<file path="config.mk">
export PLATFORM = sky130hd
export DESIGN_NAME = midi_tx
export DESIGN_NICKNAME = d
export VERILOG_FILES = /design/src/rtl/midi_tx.sv
export SDC_FILE = /design/constraint.sdc
export NUM_CORES = 1
export LEC_CHECK = 0
export ABC_AREA = 1
export CAP_MARGIN = 20
export CORE_UTILIZATION = 55
export DETAILED_ROUTE_END_ITERATION = 12
export MAX_ROUTING_LAYER = met4
export PLACE_DENSITY = 0.76
export SETUP_SLACK_MARGIN = 0.3
export SLEW_MARGIN = 20
export SYNTH_ARGS = -nofsm -noshare
export SYNTH_HDL_FRONTEND = slang
export SYNTH_SLANG_ARGS = --single-unit
</file>
<file path="constraint.sdc">
create_clock -name CLK -period 1.95 [get_ports CLK]
set_input_delay 0.2925 -clock CLK [delete_from_list [all_inputs] [get_ports CLK]]
set_output_delay 0.2925 -clock CLK [all_outputs]
set_load 0.03 [all_outputs]
</file>
<file path="src/rtl/midi_tx.sv">
// midi_tx: builds MIDI channel-voice messages (note off, note on, program
// change) from one request and serialises them as 8N1 UART frames, LSB first,
// with optional running-status suppression of repeated status bytes.
module midi_tx #(
   parameter int CLKS_PER_BIT   = 1600,
   parameter int RUNNING_STATUS = 1
) (
   input  logic       CLK,
   input  logic       RST,
   input  logic       CE,
   input  logic       REQ,
   input  logic [1:0] TYPE,
   input  logic [3:0] CHANNEL,
   input  logic [6:0] NOTE_NUM,
   input  logic [6:0] NOTE_VEL,
   input  logic [6:0] PROGRAM,
   output logic       READY,
   output logic       DO
);

   localparam int            CW       = $clog2(CLKS_PER_BIT);
   localparam logic [CW-1:0] CNT_LAST = CW'(CLKS_PER_BIT - 1);

   typedef enum logic [1:0] {S_IDLE, S_START, S_DATA, S_STOP} state_t;

   state_t        state, state_n;
   logic [CW-1:0] cnt, cnt_n;
   logic [2:0]    bit_idx, bit_idx_n;
   logic [1:0]    rem, rem_n;          // bytes still queued after the current one
   logic [7:0]    shreg, shreg_n;
   logic [7:0]    q1, q1_n;            // next byte to send
   logic [7:0]    q2, q2_n;            // byte after that
   logic [7:0]    last_status, last_status_n;
   logic          ls_valid, ls_valid_n;
   logic          do_r, do_n;

   logic [7:0]    status;
   logic [7:0]    data1;
   logic [7:0]    data2;
   logic          skip;
   logic          tick;

   // Message bytes derived from the request fields; used only on acceptance.
   always_comb begin
      status = {4'hC, CHANNEL};
      if (TYPE == 2'd0) status = {4'h8, CHANNEL};
      if (TYPE == 2'd1) status = {4'h9, CHANNEL};
      data1 = (TYPE == 2'd2) ? {1'b0, PROGRAM} : {1'b0, NOTE_NUM};
      data2 = {1'b0, NOTE_VEL};
      skip  = (RUNNING_STATUS != 0) && ls_valid && (status == last_status);
      tick  = CE && (cnt == CNT_LAST);
   end

   // Next-state and datapath: latch the message on acceptance, then walk
   // start/data/stop bits, one bit per baud-counter wrap.
   always_comb begin
      state_n       = state;
      cnt_n         = cnt;
      bit_idx_n     = bit_idx;
      rem_n         = rem;
      shreg_n       = shreg;
      q1_n          = q1;
      q2_n          = q2;
      last_status_n = last_status;
      ls_valid_n    = ls_valid;
      do_n          = do_r;

      case (state)
         S_IDLE: begin
            if (CE && REQ && (TYPE != 2'd3)) begin
               state_n   = S_START;
               cnt_n     = '0;
               bit_idx_n = '0;
               if (skip) begin
                  shreg_n = data1;
                  q1_n    = data2;
                  rem_n   = (TYPE == 2'd2) ? 2'd0 : 2'd1;
               end else begin
                  shreg_n = status;
                  q1_n    = data1;
                  q2_n    = data2;
                  rem_n   = (TYPE == 2'd2) ? 2'd1 : 2'd2;
                  // Recorded at acceptance: an abandoned message always goes
                  // through reset, which clears the valid flag anyway.
                  last_status_n = status;
                  ls_valid_n    = 1'b1;
               end
            end
         end
         S_START: begin
            if (CE) cnt_n = tick ? '0 : cnt + 1'b1;
            if (tick) begin
               state_n   = S_DATA;
               bit_idx_n = '0;
            end
         end
         S_DATA: begin
            if (CE) cnt_n = tick ? '0 : cnt + 1'b1;
            if (tick) begin
               if (bit_idx == 3'd7) begin
                  state_n = S_STOP;
               end else begin
                  bit_idx_n = bit_idx + 1'b1;
                  shreg_n   = {1'b0, shreg[7:1]};
               end
            end
         end
         S_STOP: begin
            if (CE) cnt_n = tick ? '0 : cnt + 1'b1;
            if (tick) begin
               if (rem != 2'd0) begin
                  state_n = S_START;
                  shreg_n = q1;
                  q1_n    = q2;
                  rem_n   = rem - 1'b1;
               end else begin
                  state_n = S_IDLE;
               end
            end
         end
         default: state_n = S_IDLE;
      endcase

      case (state_n)
         S_START: do_n = 1'b0;
         S_DATA:  do_n = shreg_n[0];
         default: do_n = 1'b1;
      endcase
   end

   // State register; control is reset, payload registers are don't-care in idle.
   always_ff @(posedge CLK) begin
      if (RST) begin
         state    <= S_IDLE;
         cnt      <= '0;
         bit_idx  <= '0;
         rem      <= '0;
         ls_valid <= 1'b0;
         do_r     <= 1'b1;
      end else begin
         state    <= state_n;
         cnt      <= cnt_n;
         bit_idx  <= bit_idx_n;
         rem      <= rem_n;
         ls_valid <= ls_valid_n;
         do_r     <= do_n;
      end
      shreg       <= shreg_n;
      q1          <= q1_n;
      q2          <= q2_n;
      last_status <= last_status_n;
   end

   assign READY = (state == S_IDLE);
   assign DO    = do_r;

endmodule

</file>
# Word-level counts from Yosys, hierarchy flattened
# Index checks and enable logic that the tools add are counted.
op_classes:
  add_sub_neg: 3
  multipliers: 0
  div: 0
  n_lt_le_gt_ge: 0
  n_eq_ne: 18
  n_shift: 0
  muxes: 39
  bitwise_logic: 1
  reduce_logical: 16
ops:
  columns: ["cell", "n"]
  rows:
  - ["2-to-1 mux 8 bit", 9]
  - ["2-to-1 mux 11 bit", 3]
  - ["2-to-1 mux 7 bit", 4]
  - ["one-hot mux 8 bit (3 select lines)", 1]
  - ["one-hot mux 11 bit (2 select lines)", 1]
  - ["2-to-1 mux 2 bit", 10]
  - ["one-hot mux 8 bit (2 select lines)", 1]
  - ["2-to-1 mux 3 bit", 4]
  - ["!= test 2 bit (second input constant)", 6]
  - ["adder 11 x 1 -> 11 bit (second input constant)", 1]
  - ["== test 11 bit (second input constant)", 1]
  - ["one-hot mux 3 bit (3 select lines)", 1]
  - ["== test 2 bit (second input constant)", 4]
  - ["== test 8 bit", 1]
  - ["one-hot mux 2 bit (4 select lines)", 1]
  - ["== test 2 x 1 -> 1 bit (second input constant)", 3]
  - ["AND reduction 6 bit", 1]
  - ["nonzero test 3 bit", 2]
  - ["AND reduction 5 bit", 1]
  - ["logical AND 1 bit", 4]
  - ["logical NOT 2 bit", 2]
  - ["!= test 2 x 1 -> 1 bit (second input constant)", 2]
  - ["one-hot mux 2 bit (2 select lines)", 1]
  - ["AND reduction 4 bit", 1]
  - ["other kinds (10)", 12]
totals:
  ff_bits: 51
  latchBits: 0
  ramBits: 0
  romBits: 0
  elab_cells: 88
  memories: 0

# Depth between registers and ports, before layout
logic_depth:
  ltp_word: 9
  ltp_mapped: 13
  depth_no_buf: 12

# Worst setup path before layout
# OpenSTA, ideal clock, no wires.
synth_path:
  kind: "reg-to-reg"
  from: "reg state[1]"
  to: "reg last_status[0], enable pin"
  arrival_ns: 1.362
  t_required_ns: 1.594
  path_slack_ns: 0.232
  path_stages_with_launch: 6
  period_less_slack_ns: 1.718
  path_cell_list: "dfxtp_1 -> nor2_4 -> inv_2 -> nor2_2 -> nand2_2 -> inv_1"
synth_between:
  elab_chain_len: 2
synth_lines:
  columns: ["element", "line_no", "rtl"]
  rows:
  - ["start: declaration", "26", "state_t state, state_n;"]
  - ["start signal: assignment", "141", "state <= state_n;"]
  - ["logical NOT 2 bit", null, null]
  - ["net READY", "17", "output logic READY,"]
  - ["AND reduction 3 bit (no source line)", null, null]
  - ["end signal: assignment", "151", "last_status <= last_status_n;"]
  - ["end: declaration", "33", "logic [7:0] last_status, last_status_n;"]
# The timed path passes the listed nets, and every way through them passes these cells.
# A chain may end at the register's enable or synchronous reset.

# Final worst setup path
layout_path:
  from: "reg last_status[3]"
  to: "reg last_status[4], enable pin"
layout_between:
  elab_chain_len: 4
layout_lines:
  columns: ["element", "line_no", "rtl"]
  rows:
  - ["== test 8 bit", "50", "skip = (RUNNING_STATUS != 0) && ls_valid && (status == last_status);"]
  - ["logical AND 1 bit", "50", null]
  - ["inverter 1 bit (no source line)", null, null]
  - ["AND reduction 3 bit (no source line)", null, null]
# Every way passes these cells.

==> impl_metrics.ini <==
[detailed_routing]
initialDrtViolationCount = 182
drt_first_pass_iters = 9
met1_length_mm = 2.79
wl_met2_mm = 3.17
dr_wl_met3_um = 380
top_layer = met4
ant_nets = 0
wl_per_cell_um = 14.8
wl_mm = 6.46
via_count = 2406
routed_via_density = 5.51
drc_errors = 1

[cells_and_area]
final_core_util_pct = 82.8
area_delta_synth_final_pct = 40.5
diodes = 0
fin_nets = 420
final_cells = 437
drive_above_1_share_pct = 32.5

[power_and_ir_drop]
p_total_mw = 2.16
seqPwrFrac_pct = 52.5
swShare_pct = 24.6
p_leak_nw = 1.62
clock_power_share_pct = 29.9
power.switching_mw = 0.531
p_int_mw = 1.63
combPwrFrac_pct = 17.6
ir_worst_vdd_mv = 0.502
power_density_nw_per_um2 = 583

[setup_path]
arrival_ns = 1.85
cp.required_ns = 2.03
criticalPathCategory = reg2reg
path_max_fanout = 7
start_kind = flip-flop
endpoint_kind = flip-flop

[logic_synthesis]
synthFlopType = edfxtp_1
ys_types = 47
syn_avg_cell_area_um2 = 8.56
synth.most_common_cell = nand2_1
syn_area_um2 = 2640
yosysWarnings = 0
ys_ff_latch = 48
synth_edf_count = 27
yosys.area.top_type = edfxtp_1
synth_area_leaders = edfxtp_1 (31%), dfxtp_1 (16%), nand2_1 (11%), inv_1 (4.8%), a21oi_1 (2.8%)
synth_top_area_share_pct = 30.7
postSynthCellCount = 308
ys_seq_area_share_pct = 46.7
synth_nets = 344
synth_common_cells = nand2_1 (77), inv_1 (34), edfxtp_1 (27)
synth-async-reset-ratio_pct = 0

[die]
core-area_um2 = 4470
ios = 33
std_cell_rows = 24
die_h_um = 71.3
die_x_um = 71.3
start_util_pct = 58.9
dieArea_um2 = 5080

[clocking]
clkSinkCount = 48
clockBufferDepth = 2
root_buffer = clkbuf_8
htree_levels = 2
worstSkewPairLatency_ns = 0.30
numCtsBuffers = 5
cts_hold_repair.buffers = 0
clkTransAtPathRegs_ns = 0.08
cts_tree = done

[timing]
final.min_clock_period_ns = 1.77
fin_skew_ns = 0.00474
hold_violations = 0
max_freq_ghz = 0.566
final.setup.worst_slack_ns = 0.184
worst_slew_pin_slew_ns = 0.312
setup_violations = 0
whs_ns = 0.229
post-route-period-util_pct = 90.6
rsz0062_at_grt = yes
slew_viol_final = 0
relSlewSlack_pct = 78.6

[global_route]
antenna_found_initial = 0
grt_usage_pct = 27.1
grt_pass1_wl_mm = 10.0
grt_pass1_vias = 2235
grt_max_degree = 19
overflow = 0

[place]
placed_cells = 418
port_buffers = 32
gp_congestion = 0.805
dp_slack_ns = -0.218
hpwl_mm = 4.50

[outcome]
status = finished with violations
violations = DRC

[flow_run]
cap_viol_max_count = 0

[worst_hold_path]
holdCritPathClass = in2reg
-- power by group through the flow --
stage	sequential (mW)	combinational, mW	clock (mW)
2_1_floorplan	1.15	0.156	0
3_3_place_gp	1.15	0.318	0
3_5_place_dp	1.15	0.325	0
4_1_cts	1.13	0.338	0.653
5_1_grt	1.14	0.413	0.685
6_report	1.13	0.380	0.645
-- per-layer routing --
layer  up-vias  global-route usage [%]
li1       1184                       -
met3        16                    5.20
met1      1122                    34.6
met4         0                    7.56
met2        84                    44.2
met5         -                       -
-- registers in the layout, indices dropped and copies added (netlist names) --
name         flops
shreg            8
q1               7
cnt             11
DO               1
q2               7
last_status      6
state            2
ls_valid         1
bit_idx          3
rem              2
-- final cells by class --
| cell class | instances | area, µm² |
|---|---|---|
| fillers | 264 | 769 |
| inverters | 43 | 170 |
| well taps | 52 | 65.1 |
| clock buffers | 8 | 100 |
| multi-input cells | 210 | 1400 |
| repair buffers | 76 | 731 |
| flip-flops and latches | 48 | 1230 |
-- metrics by stage --
stage | cell area (µm²) | setup TNS, ns
finish | 3700 | 0
global route | 3700 | 0
CTS | 3490 | 0
detailed placement | 3300 | -6.00
global placement | 3300 | -3.27
floorplan | 2660 | 0
-- path summary, 6_finish.rpt --
| path | start | endpoint | slack, ns | depth (start not counted) |
|---|---|---|---|---|
| worst max register to register | last_status[3] | last_status[4] | 0.18 | 12 |
| worst min-delay path | CHANNEL[0] | last_status[0] | 0.23 | 1 |
| worst min register to register | shreg[0] | shreg[0] | 0.47 | 2 |
| worst max-delay path | last_status[3] | last_status[4] | 0.18 | 12 |
-- what timing repair did --
item | CTS | global route
resized for setup | 22 | 45
pin swaps | 11 | 17
cloned | 0 | 0
buffers inserted | 6 | 5
setup endpoints to repair | 56 | 57
-- cells in the final DEF, fill, tap and decap left out, drive strengths merged, types with 2 or more instances in the layout --
| master | count |
|---|---|
| mux2i | 5 |
| a21oi | 16 |
| o21ai | 20 |
| nor2 | 29 |
| edfxtp | 27 |
| nand3 | 15 |
| nand2 | 83 |
| dfxtp | 21 |
| o211ai | 5 |
| nor3 | 5 |
| clkdlybuf4s50 | 24 |
| dlygate4sd2 | 6 |
| o211a | 2 |
| inv | 40 |
| buf | 44 |
| clkinv | 2 |
| or2 | 3 |
| nand4 | 8 |
| clkbuf | 8 |
| ha | 5 |
| a211oi | 2 |
-- worst max-delay path, stage by stage (launching register included) --
cell and delay, ns:
edfxtp_1 0.35, inv_2 0.06, buf_6 0.11, nand2_2 0.05
nand2_1 0.05, inv_1 0.05, nand2_2 0.07, nor2_4 0.13
nand2_4 0.12, nand2_4 0.11, clkinvlp_4 0.17, buf_12 0.17
buf_12 0.12
-- kinds of logic after synthesis --
| kind of cell | count (synthesis) | synth area share, % |
|---|---|---|
| muxes | 5 | 1.90 |
| adders and majority gates | 5 | 2.37 |
| and+or+nand+nor | 145 | 27.5 |
| DFF | 48 | 46.7 |
| AOI/OAI and AO/OA | 53 | 13.3 |
| buffers and inverters | 50 | 7.59 |
| xor gates and xnor gates | 2 | 0.664 |
Power figures use the tool's default switching activity.
